<file path="src/rtl/execute.sv">
// Integer execute unit: operand-B selection, ALU, MVHI merge and signed
// branch/compare condition. Results are produced combinationally for
// same-cycle use and also registered for pipelined consumers.
module execute #(
  parameter int OP_BIT_WIDTH = 4,
  parameter int DBITS        = 32
) (
  input  logic                    clk,
  input  logic                    reset,
  input  logic [DBITS-1:0]        inRegd,
  input  logic [DBITS-1:0]        inReg1,
  input  logic [DBITS-1:0]        inReg2,
  input  logic [DBITS-1:0]        imm32,
  input  logic [15:0]             immHi,
  input  logic                    useZero,
  input  logic                    useImm,
  input  logic                    isMvhi,
  input  logic                    isBranchOrCond,
  input  logic [OP_BIT_WIDTH-1:0] opAlu,
  input  logic [OP_BIT_WIDTH-1:0] opCond,
  output logic [DBITS-1:0]        outAlu,
  output logic                    outCond,
  output logic [DBITS-1:0]        outAluQ,
  output logic                    outCondQ
);

  // ALU function codes
  localparam logic [3:0] ALU_ADD  = 4'b0000;
  localparam logic [3:0] ALU_SUB  = 4'b0001;
  localparam logic [3:0] ALU_AND  = 4'b0100;
  localparam logic [3:0] ALU_OR   = 4'b0101;
  localparam logic [3:0] ALU_XOR  = 4'b0110;
  localparam logic [3:0] ALU_NAND = 4'b1100;
  localparam logic [3:0] ALU_NOR  = 4'b1101;
  localparam logic [3:0] ALU_XNOR = 4'b1110;

  // Base condition selected by opCond[1:0]
  localparam logic [1:0] CND_F  = 2'b00;
  localparam logic [1:0] CND_EQ = 2'b01;
  localparam logic [1:0] CND_LT = 2'b10;
  localparam logic [1:0] CND_LE = 2'b11;

  logic [DBITS-1:0] op_a_s;
  logic [DBITS-1:0] op_b_s;
  logic [DBITS-1:0] alu_s;
  logic             base_cond_s;
  logic             cond_s;
  logic             unused_ok_s;

  // Signed less-than done with a true signed comparison so that operand
  // pairs whose difference overflows still order correctly.
  function automatic logic signed_lt(input logic [DBITS-1:0] a,
                                     input logic [DBITS-1:0] b);
    return ($signed(a) < $signed(b));
  endfunction

  assign op_a_s = inReg1;

  // opCond[2] only distinguishes zero-compare variants, which decode already
  // expresses by forcing operand B to zero.
  assign unused_ok_s = &{1'b1, opCond[2]};

  // Operand B select: zero has priority over immediate, register is fallback
  always_comb begin
    op_b_s = {DBITS{1'b0}};
    if (useZero) begin
      op_b_s = {DBITS{1'b0}};
    end else if (useImm) begin
      op_b_s = imm32;
    end else begin
      op_b_s = inReg2;
    end
  end

  // ALU function decode; MVHI merge overrides every ALU code
  always_comb begin
    alu_s = {DBITS{1'b0}};
    if (isMvhi) begin
      alu_s = {immHi, inRegd[DBITS-17:0]};
    end else begin
      case (opAlu[3:0])
        ALU_ADD:  alu_s = op_a_s + op_b_s;
        ALU_SUB:  alu_s = op_a_s - op_b_s;
        ALU_AND:  alu_s = op_a_s & op_b_s;
        ALU_OR:   alu_s = op_a_s | op_b_s;
        ALU_XOR:  alu_s = op_a_s ^ op_b_s;
        ALU_NAND: alu_s = ~(op_a_s & op_b_s);
        ALU_NOR:  alu_s = ~(op_a_s | op_b_s);
        ALU_XNOR: alu_s = ~(op_a_s ^ op_b_s);
        default:  alu_s = {DBITS{1'b0}};
      endcase
    end
  end

  // Condition evaluation: base compare, optional inversion, gated by class
  always_comb begin
    base_cond_s = 1'b0;
    case (opCond[1:0])
      CND_F:   base_cond_s = 1'b0;
      CND_EQ:  base_cond_s = (op_a_s == op_b_s);
      CND_LT:  base_cond_s = signed_lt(op_a_s, op_b_s);
      CND_LE:  base_cond_s = signed_lt(op_a_s, op_b_s) | (op_a_s == op_b_s);
      default: base_cond_s = 1'b0;
    endcase
    cond_s = isBranchOrCond & (base_cond_s ^ opCond[3]);
  end

  assign outAlu  = alu_s;
  assign outCond = cond_s;

  // Pipeline copy of the results; async reset clears the registered copy only
  always_ff @(posedge clk or posedge reset) begin
    if (reset) begin
      outAluQ  <= {DBITS{1'b0}};
      outCondQ <= 1'b0;
    end else begin
      outAluQ  <= alu_s;
      outCondQ <= cond_s;
    end
  end

endmodule

</file>
<file path="config.mk">
export PLATFORM = sky130hd
export DESIGN_NAME = execute
export DESIGN_NICKNAME = d
export VERILOG_FILES = /design/src/rtl/execute.sv
export SDC_FILE = /design/constraint.sdc
export NUM_CORES = 1
export LEC_CHECK = 0
export CORE_MARGIN = 10
export CORE_UTILIZATION = 50
export DETAILED_ROUTE_END_ITERATION = 6
export GPL_TIMING_DRIVEN = 0
export PLACE_DENSITY = 0.84
export SLEW_MARGIN = 20
export SYNTH_ARGS = -nofsm -noshare
export SYNTH_HDL_FRONTEND = slang
export SYNTH_SLANG_ARGS = --single-unit
</file>
<file path="constraint.sdc">
create_clock -name clk -period 12.5 [get_ports clk]
set_input_delay 3.125 -clock clk [delete_from_list [all_inputs] [get_ports clk]]
set_output_delay 3.125 -clock clk [all_outputs]
set_load 0.01 [all_outputs]
</file>
==> impl_metrics.toml <==
[synth]
async_reset_ff_share_pct = 100
syn_area_per_cell_um2 = 7.06
synth.most_common_cell = "inv_1"
netlist_top_cells_count = "inv_1, ha_1, a21oi_1"
ys_ff_latch = 33
synth_nets = 1326
netlist_instances = 1067
synth_area_leaders = "ha_1, dfrtp_1, a21oi_1, mux2i_1, o21ai_0"
synth_top_flop_cell = "dfrtp_1"
yosysSeqAreaShare_pct = 11.0
synth_top_area_share_pct = 16.4
synthesis.area_um2 = 7530
yosysWarningCount = 0
yosysTopAreaCell = "ha_1"
synth_edf_count = 0
ys_types = 74

[clock_tree]
cts_tree = "yes"
post_cts_buffers = 0
clock_path_buffers = 2
cts_hold_buffers = 0
h-tree-depth = 2
cts_resized = 0
clk_pin_slew_ns = 0.05
cts_sinks = 33
root_buffer = "clkbuf_16"
cts_buffers = 5

[place]
gp_congestion = 1.04
io_buffer_count = 203
dp_hpwl_um = 29200
dp_cells = 1456

[min_path]
hp-class = "input port to asynchronous set/reset pin"

[finish]
final_core_util_pct = 68.0
final_cells = 1464
nets = 1538
n_antenna_cell = 0
final_layout_size_suffix_gt1_share_pct = 5.31
area_growth_pct = 32.1

[global_route]
grt-ovfl-total = 0
grt_antenna_before_repair = 1
grt_pass1_vias = 8919
grt_start_max_net_pins = 34
grt_pass1_wl_um = 53200
grt_usage_pct = 33.7

[timing]
hold_viol = 0
fmaxAchievable_mhz = 83.4
fin_hold_ws_ns = 3.30
rsz0062_at_grt = "false"
setup_viol = 0
worst_slew_pin_slew_ns = 1.18
period_minus_slack_ns = 11.99
finalCritPeriodShare_pct = 95.9
slew_viol_final = 0
fin_tns_setup_ns = 0
slew-limit-headroom_pct = 21.3

[floorplan]
die_height_um = 143
io_pins = 224
die_w_um = 143
die-area_um2 = 20400
design.core.area_um2 = 14600
initial_utilization_pct = 51.4
rows = 44

[flow_run]
maxCapViolCount = 0

[critical_path]
arrival_ns = 8.86
cp_cell_sequence = "clkbuf_1 -> buf_1 -> mux2i_1 -> or2_2 -> ha_1 -> buf_2 -> nor3_1 -> o2111a_1 -> o31ai_1 -> a211oi_1 -> o21ai_1 -> nor4_1 -> a211oi_1 -> o2111a_1 -> nor3_1 -> clkdlybuf4s50_1"
crit_family = "buffers and inverters"
max_stage_delay_ns = 0.83
crit_end = "outAlu[31]"
slowest_stage = "buf_1"
end_kind = "output port"
required_ns = 9.38
crit_cells = 16
startpoint = "useImm"
worstSetupStartpointType = "input port"
path_buf_inv = 4
worstSetupPathType = "input port to output port"
cp_max_fo = 10

[power_and_ir_drop]
total_leakage_power_uw = 0.00438
p_per_area_nw_per_um2 = 71.0
power.total_uw = 706
ir_drop_v = 0.0000703

[route]
wl_per_cell_um = 24.8
drc = 0
wl_met3_um = 5130
ant_nets = 0
totalWireLength_um = 36400
top_layer_used = "met5"
num_vias = 9513
initialDrtViolationCount = 1371
wl_met1_um = 14300
dr_wl_met2_um = 15300
drtPass1Iterations = 7
via_per_inst = 6.50

[status]
status = "complete, no violations"
-- cell families after synthesis --
logic type	share of synthesized area, %
adder cells (fa/ha/maj)	17.0
XOR/XNOR	5.81
flip-flops	11.0
buffers and inverters	8.55
AO/OA/AOI/OAI	32.5
AND/OR/NAND/NOR	18.9
multiplexers	6.28
-- state kept, by name, summed over array words and instances, names as in the netlist --
| signal | flops |
|---|---|
| outAluQ | 32 |
| outCondQ | 1 |
-- worst min-delay path by stage --
stage                     startpoint           to  slack, ns
final                          reset     outCondQ       3.30
after global routing           reset     outCondQ       3.39
after CTS                     isMvhi  outAluQ[30]       3.40
after detailed placement      isMvhi  outAluQ[30]       3.68
after global placement        isMvhi  outAluQ[30]       3.68
after floorplan                reset   outAluQ[0]       3.25
-- metrics by stage --
stage	setup WS [ns]	cell area [µm²]
after global routing	0.404	9950
after global placement	0.676	9800
after CTS	0.778	9950
after floorplan	2.69	7530
final	0.515	9950
after detailed placement	0.874	9820
-- placed cells by master (no fill, tap or decap), types with 5 or more instances in the layout --
master           synthesis  layout
clkdlybuf4s50_1          0     203
inv_1                  100      99
ha_1                    99      99
a21oi_1                 91      91
nor2_1                  87      87
nand2_1                 84      84
o21ai_0                 83      83
clkbuf_1                54      55
mux2i_1                 45      45
or2_2                   38      38
xnor2_1                 38      38
dfrtp_1                 33      33
nand3_1                 18      18
o211ai_1                17      17
a22oi_1                 17      17
nor3_1                  16      16
a31oi_1                 14      14
o22ai_1                 14      14
a211oi_1                12      12
xor2_1                  12      12
buf_1                   10      10
a21o_1                  10      10
o21a_1                   9       9
o31ai_1                  9       9
nand2b_1                 8       8
and3_1                   7       7
o221ai_1                 7       7
o21bai_1                 7       7
nor2b_1                  7       7
nand4_1                  6       6
buf_2                    5       6
a21boi_0                 6       6
nor4_1                   7       6
a32oi_1                  6       6
a221o_1                  6       6
clkbuf_16                0       5
-- where the power goes --
group          switching [µW]  internal, µW  leakage, µW
sequential               3.44           117     0.000416
combinational             273           194      0.00389
clock                    45.1          73.1    0.0000706
total                     321           385      0.00438
-- cell type report --
cell class	instances	area, µm²
Sequential cell	33	826
Inverter	101	379
Fill cell	1277	4690
Buffer	69	265
Clock inverter	2	10.0
Clock buffer	6	129
Timing Repair Buffer	205	2040
Multi-Input combinational cell	864	6070
Tap cell	184	230
-- metal layers --
metal / vias to the layer above / GRT usage, %
met5: - / 0
met4: 2 / 14.8
met3: 116 / 8.99
met2: 784 / 51.7
met1: 4368 / 43.5
li1: 4243 / -
Note: power is estimated with default switching activity, not from simulation.
